--- config.mk ---
export PLATFORM = sky130hd
export DESIGN_NAME = ram_burst_reader
export DESIGN_NICKNAME = d
export VERILOG_FILES = /design/src/rtl/ram_burst_reader.sv
export SDC_FILE = /design/constraint.sdc
export NUM_CORES = 1
export LEC_CHECK = 0
export ABC_AREA = 1
export ABC_CLOCK_PERIOD_IN_PS = 2600
export CAP_MARGIN = 20
export CORE_MARGIN = 5
export CORE_UTILIZATION = 55
export CTS_BUF_LIST = sky130_fd_sc_hd__clkbuf_8
export CTS_CLUSTER_DIAMETER = 50
export DETAILED_ROUTE_END_ITERATION = 6
export PLACE_DENSITY = 0.95
export SYNTH_ARGS = -nofsm -noshare
export SYNTH_HDL_FRONTEND = slang
export SYNTH_SLANG_ARGS = --single-unit
--- constraint.sdc ---
create_clock -name ck -period 2.6 [get_ports ck]
set_clock_uncertainty 0.2 [all_clocks]
set_input_delay 0.26 -clock ck [delete_from_list [all_inputs] [get_ports ck]]
set_output_delay 0.26 -clock ck [all_outputs]
set_load 0.01 [all_outputs]
--- src/rtl/ram_burst_reader.sv ---
// Burst read controller for the 128x8 dual-port RAM (async read port B).
// Ports: ck/rst, start+start_adr+len, adr_b/mem_data to RAM, out_* stream, busy, done.
module ram_burst_reader #(
  parameter int ADDR_W = 7,
  parameter int DATA_W = 8,
  parameter int DEPTH  = 128
) (
  input  logic              ck,
  input  logic              rst,
  input  logic              start,
  input  logic [ADDR_W-1:0] start_adr,
  input  logic [7:0]        len,
  output logic [ADDR_W-1:0] adr_b,
  input  logic [DATA_W-1:0] mem_data,
  output logic [DATA_W-1:0] out_data,
  output logic              out_valid,
  input  logic              out_ready,
  output logic              busy,
  output logic              done
);

  typedef enum logic {
    IDLE,
    RUN
  } state_t;

  localparam logic [8:0] DEPTH_W = 9'(DEPTH);

  state_t              state_q, state_n;
  logic [ADDR_W-1:0]   adr_n;
  logic [DATA_W-1:0]   data_n;
  logic                valid_n;
  logic                busy_n;
  logic                done_n;
  logic [7:0]          fetch_q, fetch_n;
  logic [7:0]          remain_q, remain_n;
  logic [7:0]          len_l;
  logic                load;
  logic                hs;

  // A burst never needs to cover more than the whole RAM once.
  always_comb begin
    len_l = len;
    if ({1'b0, len} > DEPTH_W)
      len_l = DEPTH_W[7:0];
  end

  always_comb begin
    state_n  = state_q;
    adr_n    = adr_b;
    data_n   = out_data;
    valid_n  = out_valid;
    busy_n   = busy;
    done_n   = 1'b0;
    fetch_n  = fetch_q;
    remain_n = remain_q;
    load     = 1'b0;
    hs       = 1'b0;
    unique case (state_q)
      IDLE: begin
        if (start && len != 8'd0) begin
          adr_n    = start_adr;
          fetch_n  = len_l;
          remain_n = len_l;
          busy_n   = 1'b1;
          state_n  = RUN;
        end
      end
      RUN: begin
        hs   = out_valid && out_ready;
        // Refill the output register when it is empty or drains this edge.
        load = (fetch_q != 8'd0) && (!out_valid || out_ready);
        if (hs) begin
          remain_n = remain_q - 8'd1;
          valid_n  = 1'b0;
        end
        if (load) begin
          data_n  = mem_data;
          valid_n = 1'b1;
          adr_n   = adr_b + ADDR_W'(1);
          fetch_n = fetch_q - 8'd1;
        end
        if (hs && remain_q == 8'd1) begin
          valid_n = 1'b0;
          busy_n  = 1'b0;
          done_n  = 1'b1;
          state_n = IDLE;
        end
      end
      default: state_n = IDLE;
    endcase
  end

  always_ff @(posedge ck) begin
    if (rst) begin
      state_q   <= IDLE;
      adr_b     <= '0;
      out_data  <= '0;
      out_valid <= 1'b0;
      busy      <= 1'b0;
      done      <= 1'b0;
      fetch_q   <= 8'd0;
      remain_q  <= 8'd0;
    end else begin
      state_q   <= state_n;
      adr_b     <= adr_n;
      out_data  <= data_n;
      out_valid <= valid_n;
      busy      <= busy_n;
      done      <= done_n;
      fetch_q   <= fetch_n;
      remain_q  <= remain_n;
    end
  end

endmodule

==> key figures, run 1 <==
Run status
  • Status: finished clean

Synthesis
  • Synth top area share: 0.321
  • Seq/Total Area, Yosys: 0.321
  • Mapped Cells: 355
  • Avg Cell Area, Syn: between 6 and 7 um2
  • Synth Cell Area: about 2200 um2
  • Dominant cells by area after synthesis: dfxtp_1 (32%), nand2_1 (14%), nor2_1 (12%)
  • Ys Warns: 0
  • Netlist cell types: 28
  • Post-synthesis register bit count: 35
  • Cell taking the most area after synthesis: dfxtp_1
  • Mapped Nets: 387

Cells and area
  • Design Area, Final: about 2700 um2
  • Commonest non-fill, non-tap cell in the layout: nand2_1
  • N_diodes: 0
  • P&R area growth vs syn: 24.6%
  • Layout cell share with drive strength beyond 1: 0.0804
  • Most frequent cells in the layout: nand2_1 (84), nor2_1 (70), nand3_1 (48)
  • Final #Nets: roughly 430

Clocking
  • # resized after CTS: 0
  • H-tree levels: 2
  • Clk_lat worst skew: around 0.30 ns
  • Clock sinks: 35
  • Clock Path Buffers: 2
  • CTS Buf Count: 5
  • CTS tree: built
  • Postcts setup bufs: 0
  • CTS clk-pin slew, worst paths: 0.08 ns
  • Hold buffers post-CTS: 0
  • CTS root buf: clkbuf_8

Floorplan
  • Row Count: 23
  • Die Span X: 73.0 um
  • Die Area: ~5300 um2
  • Core ar.: slightly below 4000 um2
  • Die Ht: 73.0 um
  • Boundary Pins: 45
  • Initial Util: 0.559

Route
  • Routed wire per std cell: 12.5 um
  • Vias: roughly 2400
  • First drt pass iteration count: 4
  • DRC: 0
  • Drt total wl: 5590 um
  • Initial DRC Count: between 150 and 200
  • ANT nets after route: 0
  • Vias per cell: approximately 5.3

Placement
  • I/O Buffers: 44
  • Post-DP Area: around 2600 um2
  • RD Place Congestion: 0.846
  • Post-DP HPWL: ~4000 um

STA
  • Period utilization: 0.716
  • Fin Hold WS: about 0.27 ns
  • Fmax: about 540 MHz
  • Fin. Hold Viols: 0
  • Setup_tns: 0 ns
  • # setup viols final: 0
  • RSZ-0062 raised after global routing: no
  • Slew Limit Fails: 0
  • Worst slew margin: 0.519
  • Crit path time final: around 1.9 ns
  • Worst-Margin Slew: 0.721 ns

Worst setup path
  • Arr. time, crit path: between 1.5 and 2 ns
  • Startpoint types: flop
  • Crit Path Category: reg -> reg
  • Critical-path maximum fanout: 24
  • Critical Path RT: around 2.6 ns
  • CP endpoint kind: flop
  • Reg2Reg Depth: 10

Min path
  • Worst min-delay path class: reg -> reg
  • Hold depth: 2

Global route
  • First-pass GRT wire length: 9210 um
  • GR Overflow Total: 0
  • Vias in the first global route: about 2200
  • Initial antenna violation count: 0
  • Pin count of the biggest net entering global routing: 25
  • GRT Total Usage: 0.216

Power and ir drop
  • Pwr dens: approximately 590 nW/um2
  • VDD IR max: around 0.34 mV
  • LEAKAGE: 1.29 nW
  • Power consumption: about 1.6 mW

Job
  • Number of max-cap violations: 0
[path summary, 6_finish.rpt]
kind | to | from | slack (ns)
min reg2reg | out_data[2] | out_data[2] | 0.27
max | fetch_q[5] | fetch_q[0] | 0.74
max reg2reg | fetch_q[5] | fetch_q[0] | 0.74
min | out_data[2] | out_data[2] | 0.27
[power by group]
group          total [mW]  switching [mW]  internal (mW)
clock               0.408           0.217          0.191
sequential          0.645          0.0498          0.596
combinational       0.565           0.333          0.232
[routing by layer]
layer  global-route usage  vias up  routed length (um)
met1                0.248     1079                2280
met3               0.0386        7                 400
met5                    0        -                   0
met2                0.385       78                2830
li1                     -     1209                   -
met4               0.0984        0                  85
[flip-flops by register name, summed over array words and instances, names as in the netlist]
register / cells
fetch_q: 8
state_q: 1
adr_b: 7
out_valid: 1
done: 1
out_data: 8
busy: 1
remain_q: 8
[synthesized netlist by cell type, drive strengths merged]
master	instances
clkbuf	2
or2	1
a21oi	13
inv	41
nor2	74
nand3b	3
dfxtp	35
o21ai	24
o31ai	1
ha	5
buf	11
nand2	89
nand4	3
nand3	49
a21boi	1
clkinv	1
nor3	2
[cell families (layout without fill, tap and decap cells)]
group	Yosys count	count (layout)	share of synthesized area
flops	35	35	0.321
compound gates	39	39	0.0950
fa+ha+maj	5	5	0.0286
simple gates	221	221	0.441
buf+inv	55	98	0.114
[critical path: stages, from the launching register on]
cell and delay [ns]:
dfxtp_1 0.33, inv_1 0.09, ha_1 0.21, inv_1 0.09, nor2_4 0.06, nand2_2 0.08, nand3_4 0.23, nand2_2 0.19
inv_4 0.10, nor2_1 0.13, nor2_1 0.06
[layout make-up]
class                   count  area (um2)
clock buffers               5        68.8
clock inverters             3        25.0
fillers                   338        1190
inverters                  42         161
multi-input cells         265        1230
flip-flops and latches     35         701
well taps                  50        62.6
repair buffers             48         470
[metrics by stage]
step | worst slack [ns] | instances | util
floorplan | 1.05 | 355 | -
global placement | 0.681 | 440 | 0.672
detailed placement | 0.600 | 440 | 0.672
global route | 0.615 | 448 | 0.696
finish | 0.737 | 448 | 0.696
CTS | 0.755 | 448 | 0.696
Note: power is estimated with default switching activity, not from simulation.
==> inputs of run 2 (changes only) <==
- ABC_CLOCK_PERIOD_IN_PS: 2600 -> 1900
- CORE_UTILIZATION: 55 -> 53
- PLACE_DENSITY: 0.95 -> 0.92
- clock period: 2.6 -> 1.9 ns (I/O delays scaled with it)
==> key figures, run 2 (synthesis results as in run 1) <==
Floorplan
  • Row Count: 23 (unchanged)
  • Core ar.: 4000 um2 (was 3910 um2)
  • Boundary Pins: 45 (unchanged)
  • Die Ht: 74.2 um (was 73.0 um)
  • Die Span X: 74.2 um (was 73.0 um)
  • Die Area: 5510 um2 (was 5330 um2)
  • Initial Util: 0.546 (was 0.559)

STA
  • Fin. Hold Viols: 0 (unchanged)
  • Worst-Margin Slew: 0.703 ns (was 0.721 ns)
  • RSZ-0062 raised after global routing: no (unchanged)
  • Worst slew margin: 0.531 (was 0.519)
  • Slew Limit Fails: 0 (unchanged)
  • Crit path time final: 1.73 ns (was 1.86 ns)
  • Period utilization: 0.913 (was 0.716)
  • Fmax: 577 MHz (was 537 MHz)
  • # setup viols final: 0 (unchanged)

Worst setup path
  • Delay-heaviest family, CP: simple AND/OR/NAND/NOR gates (unchanged)
  • Worst path most repeated cell: inv_1
  • Critical path's slowest cell: dfxtp_1 (unchanged)
  • WP buf/inv: 3 (unchanged)
  • Startpoint types: flop (unchanged)
  • CP Cell Sequence: inv_1, ha_1, inv_1, nor2_4, nand2_2, nand3_4, buf_6, nand3b_1, nand2_1, nor2_2 (was inv_1, ha_1, inv_1, nor2_4, nand2_2, nand3_4, nand2_2, inv_4, nor2_1, nor2_1)
  • Arr. time, crit path: 1.73 ns (was 1.85 ns)
  • CP endpoint kind: flop (unchanged)
  • Reg2Reg Depth: 10 (unchanged)
  • Max incr delay on CP: 0.32 ns (was 0.33 ns)
  • Crit Path Category: reg -> reg (unchanged)
  • Critical Path RT: 1.90 ns (was 2.59 ns)
  • Crit path depth: 10 (unchanged)
  • Critical-path maximum fanout: 19 (was 24)

Global route
  • Pin count of the biggest net entering global routing: 25 (unchanged)
  • GRT Total Usage: 0.215 (was 0.216)
  • First-pass GRT wire length: 9290 um (was 9210 um)
  • Initial antenna violation count: 0 (unchanged)
  • Vias in the first global route: 2233 (was 2245)
  • GR Overflow Total: 0 (unchanged)

Power and ir drop
  • VDD IR max: 0.564 mV (was 0.341 mV)
  • LEAKAGE: 1.31 nW (was 1.29 nW)
  • Power consumption: 2.22 mW (was 1.62 mW)
  • Pwr dens: 807 nW/um2 (was 594 nW/um2)

Cells and area
  • P&R area growth vs syn: 25.9% (was 24.6%)
  • Most frequent cells in the layout: nand2_1 (84), nor2_1 (70), nand3_1 (48) (unchanged)
  • Design Area, Final: 2750 um2 (was 2720 um2)
  • Final #Nets: 433 (was 429)
  • Layout cell share with drive strength beyond 1: 0.0896 (was 0.0804)
  • Commonest non-fill, non-tap cell in the layout: nand2_1 (unchanged)
  • Fill cells: 330 (was 338)
  • Biggest regs: fetch_q x8, out_data x8, remain_q x8 (unchanged)
  • N_diodes: 0 (unchanged)

Route
  • Vias: 2405 (was 2373)
  • DRC: 0 (unchanged)
  • First drt pass iteration count: 5 (was 4)
  • Routed wire per std cell: 12.4 um (was 12.5 um)
  • Drt total wl: 5610 um (was 5590 um)
  • Vias per cell: 5.32 (was 5.30)
  • Initial DRC Count: 216 (was 158)
  • ANT nets after route: 0 (unchanged)

Clocking
  • CTS clk-pin slew, worst paths: 0.08 ns (about the same)
  • CTS root buf: clkbuf_8 (unchanged)
  • Clock Path Buffers: 2 (unchanged)
  • Postcts setup bufs: 0 (unchanged)
  • Hold buffers post-CTS: 0 (unchanged)
  • CTS Buf Count: 5 (unchanged)
  • H-tree levels: 2 (unchanged)
  • Clk_lat worst skew: 0.30 ns (about the same)
  • CTS tree: built (unchanged)
  • Clock sinks: 35 (unchanged)

Placement
  • Post-DP HPWL: 4100 um (was 4020 um)
  • Post-DP Area: 2660 um2 (was 2630 um2)
  • RD Place Congestion: 0.887 (was 0.846)
  • I/O Buffers: 44 (unchanged)

Min path
  • Worst min-delay path class: reg -> reg (unchanged)
  • Hold depth: 2 (unchanged)

Job
  • Number of max-cap violations: 0 (unchanged)

Run status
  • Status: finished clean (unchanged)
-- run 2: changes by cell type in the layout (fill, tap and decap cells not counted) --
| cell | change |
|---|---|
| clkinv_4 | -2 |
| clkinvlp_4 | +1 |
| clkinv_2 | +1 |
| buf_4 | +3 |
| buf_6 | +1 |
-- run 2: path summary, 6_finish.rpt --
check / startpoint / end / slack (ns)
max reg2reg: fetch_q[0] / adr_b[2] / 0.17
min reg2reg: busy / busy / 0.25
min: busy / busy / 0.25
max: fetch_q[0] / adr_b[2] / 0.17
-- run 2: layout make-up --
class | count | area, um2 | area share
tap | 50 | 62.6 | 0.0227
inverter | 42 | 161 | 0.0586
clock buffer | 5 | 68.8 | 0.0250
sequential | 35 | 701 | 0.255
timing repair buffer | 52 | 504 | 0.183
multi-input combinational | 265 | 1230 | 0.449
clock inverter | 3 | 20.0 | 0.00727
-- run 2: where the power goes --
| part | leakage [nW] | switching, mW | total [mW] | internal (mW) |
|---|---|---|---|---|
| combinational | 0.981 | 0.452 | 0.779 | 0.327 |
| sequential | 0.289 | 0.0697 | 0.885 | 0.815 |
| clock | 0.0402 | 0.302 | 0.557 | 0.255 |
| total | 1.31 | 0.824 | 2.22 | 1.40 |
-- run 2: worst reg2reg max path: stages (launching register included) --
cell and delay [ns]:
dfxtp_1 0.32, inv_1 0.13, ha_1 0.16, inv_1 0.06, nor2_4 0.13, nand2_2 0.08, nand3_4 0.11, buf_6 0.20
nand3b_1 0.11, nand2_1 0.09, nor2_2 0.04
-- run 2: through the flow --
stage / instances / TNS (ns) / hold WS, ns / worst slack (ns) / utilization
final: 452 / 0 / 0.252 / 0.165 / 0.688
after floorplan: 355 / 0 / 0.0668 / 0.355 / -
after global routing: 452 / 0 / 0.262 / 0.0544 / 0.688
after global placement: 444 / 0 / 0.243 / 0.0146 / 0.665
after CTS: 452 / 0 / 0.256 / 0.122 / 0.687
after detailed placement: 444 / -0.354 / 0.248 / -0.0500 / 0.665
-- run 2: routing by layer --
metal	GRT usage	share of wire	vias to the layer above
met3	0.0446	0.058	13
met5	0	0	-
met2	0.377	0.49	79
li1	-	-	1215
met4	0.107	0.023	0
met1	0.247	0.43	1098
-- run 2: what timing repair did --
item                       in CTS  in global routing
setup endpoints to repair       0                  1
hold endpoints to repair        0                  0
resized for setup               0                  1
==> inputs of run 3 (changes only) <==
- REMOVE_ABC_BUFFERS: unset -> 1
==> key figures, run 3 (synthesis results as in run 1) <==
Global route
  • First-pass GRT wire length: 9960 um (was 9290 um)
  • GRT Total Usage: 0.231 (was 0.215)
  • Initial antenna violation count: 0 (unchanged)
  • GR Overflow Total: 0 (unchanged)
  • Vias in the first global route: 2260 (was 2233)
  • Pin count of the biggest net entering global routing: 26 (was 25)

Cells and area
  • Post-Layout Cell Count: 454 (was 452)
  • Design Area, Final: 2820 um2 (was 2750 um2)
  • N_diodes: 0 (unchanged)
  • Most frequent cells in the layout: nand2_1 (84), nor2_1 (70), nand3_1 (48) (unchanged)
  • Final #Nets: 435 (was 433)
  • Layout cell share with drive strength beyond 1: 0.0916 (was 0.0896)
  • Commonest non-fill, non-tap cell in the layout: nand2_1 (unchanged)
  • Fin util: 0.705 (was 0.688)
  • P&R area growth vs syn: 29.0% (was 25.9%)
  • Biggest regs: fetch_q x8, out_data x8, remain_q x8 (unchanged)

Min path
  • Hold Path End: busy (unchanged)
  • Worst min-delay path class: reg -> reg (unchanged)
  • Hold path start: busy (unchanged)
  • Hold depth: 2 (unchanged)

Power and ir drop
  • VDD IR max: 0.620 mV (was 0.564 mV)
  • LEAKAGE: 1.35 nW (was 1.31 nW)
  • Pwr dens: 884 nW/um2 (was 807 nW/um2)
  • Power consumption: 2.49 mW (was 2.22 mW)

Floorplan
  • Boundary Pins: 45 (unchanged)
  • Core ar.: 4000 um2 (unchanged)
  • Die Area: 5510 um2 (unchanged)
  • Die Span X: 74.2 um (unchanged)
  • Die Ht: 74.2 um (unchanged)
  • Initial Util: 0.546 (unchanged)
  • Row Count: 23 (unchanged)

Worst setup path
  • Max incr delay on CP: 0.32 ns (about the same)
  • CP endpoint kind: flop (unchanged)
  • Critical path's slowest cell: dfxtp_1 (unchanged)
  • Crit Path Category: reg -> reg (unchanged)
  • Startpoint types: flop (unchanged)
  • Critical-path maximum fanout: 14 (was 19)
  • CP Cell Sequence: inv_1, ha_1, inv_1, nor2_4, nand2_2, nand3_4, nand2_2, inv_4, nor2_1, nor2_1 (was inv_1, ha_1, inv_1, nor2_4, nand2_2, nand3_4, buf_6, nand3b_1, nand2_1, nor2_2)
  • Reg2Reg Depth: 10 (unchanged)
  • Critical R2R Capture: fetch_q[0] (was adr_b[2])
  • R2R setup slack: 0.11 ns (was 0.17 ns)
  • Reg-to-reg critical path startpoint: fetch_q[0] (unchanged)
  • Arr. time, crit path: 1.81 ns (was 1.73 ns)
  • Critical Path RT: 1.92 ns (was 1.90 ns)

STA
  • Fin. Hold Viols: 0 (unchanged)
  • RSZ-0062 raised after global routing: no (unchanged)
  • Fin Hold WS: 0.264 ns (was 0.252 ns)
  • Slew Limit Fails: 0 (unchanged)
  • Period utilization: 0.943 (was 0.913)
  • Crit path time final: 1.79 ns (was 1.73 ns)
  • Setup_tns: 0 ns (unchanged)
  • Final WS setup: 0.109 ns (was 0.165 ns)
  • Worst slew margin: 0.725 (was 0.531)
  • Worst-Margin Slew: 0.410 ns (was 0.703 ns)
  • Fmax: 558 MHz (was 577 MHz)
  • # setup viols final: 0 (unchanged)

Clocking
  • # resized after CTS: 0 (unchanged)
  • CTS Buf Count: 5 (unchanged)
  • Hold buffers post-CTS: 0 (unchanged)
  • Clk_lat worst skew: 0.29 ns (was 0.30 ns)
  • CTS clk-pin slew, worst paths: 0.08 ns (about the same)
  • CTS tree: built (unchanged)
  • Clock Path Buffers: 2 (unchanged)
  • Postcts setup bufs: 0 (unchanged)
  • CTS root buf: clkbuf_8 (unchanged)
  • H-tree levels: 2 (unchanged)
  • Clock sinks: 35 (unchanged)

Placement
  • Post-DP HPWL: 4410 um (was 4100 um)
  • I/O Buffers: 44 (unchanged)
  • Setup slack at placement: 0.0162 ns (was -0.0500 ns)
  • RD Place Congestion: 0.901 (was 0.887)
  • Post-DP Area: 2690 um2 (was 2660 um2)
  • Placed cells: 446 (was 444)

Route
  • Vias per cell: 5.34 (was 5.32)
  • Routed wire per std cell: 13.4 um (was 12.4 um)
  • Initial DRC Count: 212 (was 216)
  • Drt total wl: 6070 um (was 5610 um)
  • Vias: 2426 (was 2405)
  • DRC: 0 (unchanged)
  • First drt pass iteration count: 5 (unchanged)
  • ANT nets after route: 0 (unchanged)

Job
  • Number of max-cap violations: 0 (unchanged)

Run status
  • Status: finished clean (unchanged)
==> run 3: final cells by class <==
cell class / count / area, um2
Clock inverter: 3 / 63.8
Multi-Input combinational cell: 265 / 1230
Fill cell: 307 / 1180
Sequential cell: 35 / 701
Timing Repair Buffer: 54 / 528
Tap cell: 50 / 62.6
Clock buffer: 5 / 68.8
Inverter: 42 / 161
==> run 3: worst max path at each step <==
stage                from  cells past startpoint  slack (ns)     endpoint
2_1_floorplan     state_q                      7       -0.11  remain_q[2]
3_3_place_gp       len[2]                      9        0.12     adr_b[6]
3_5_place_dp       len[2]                      9        0.02   fetch_q[1]
4_1_cts        fetch_q[0]                     10        0.14   fetch_q[0]
5_1_grt        fetch_q[0]                     10        0.04   fetch_q[0]
6_report       fetch_q[0]                     10        0.11   fetch_q[0]
==> run 3: report_power, final <==
group	switching, mW	internal [mW]	total [mW]
registers	0.0690	0.815	0.884
logic	0.468	0.337	0.805
clock network	0.284	0.519	0.803
==> run 3: metal layers <==
metal	wire [um]	vias up	track usage
met5	0	-	0
met4	131	0	0.0810
met3	310	20	0.0541
met2	3070	77	0.407
met1	2550	1111	0.274
li1	-	1218	-
==> run 3: critical path: cells and delay by family (launching register included) <==
kind,cells,cell delay (ns)
and+or+nand+nor,6,0.62
buffers and inverters,3,0.38
DFF,1,0.32
adders and majority gates,1,0.19
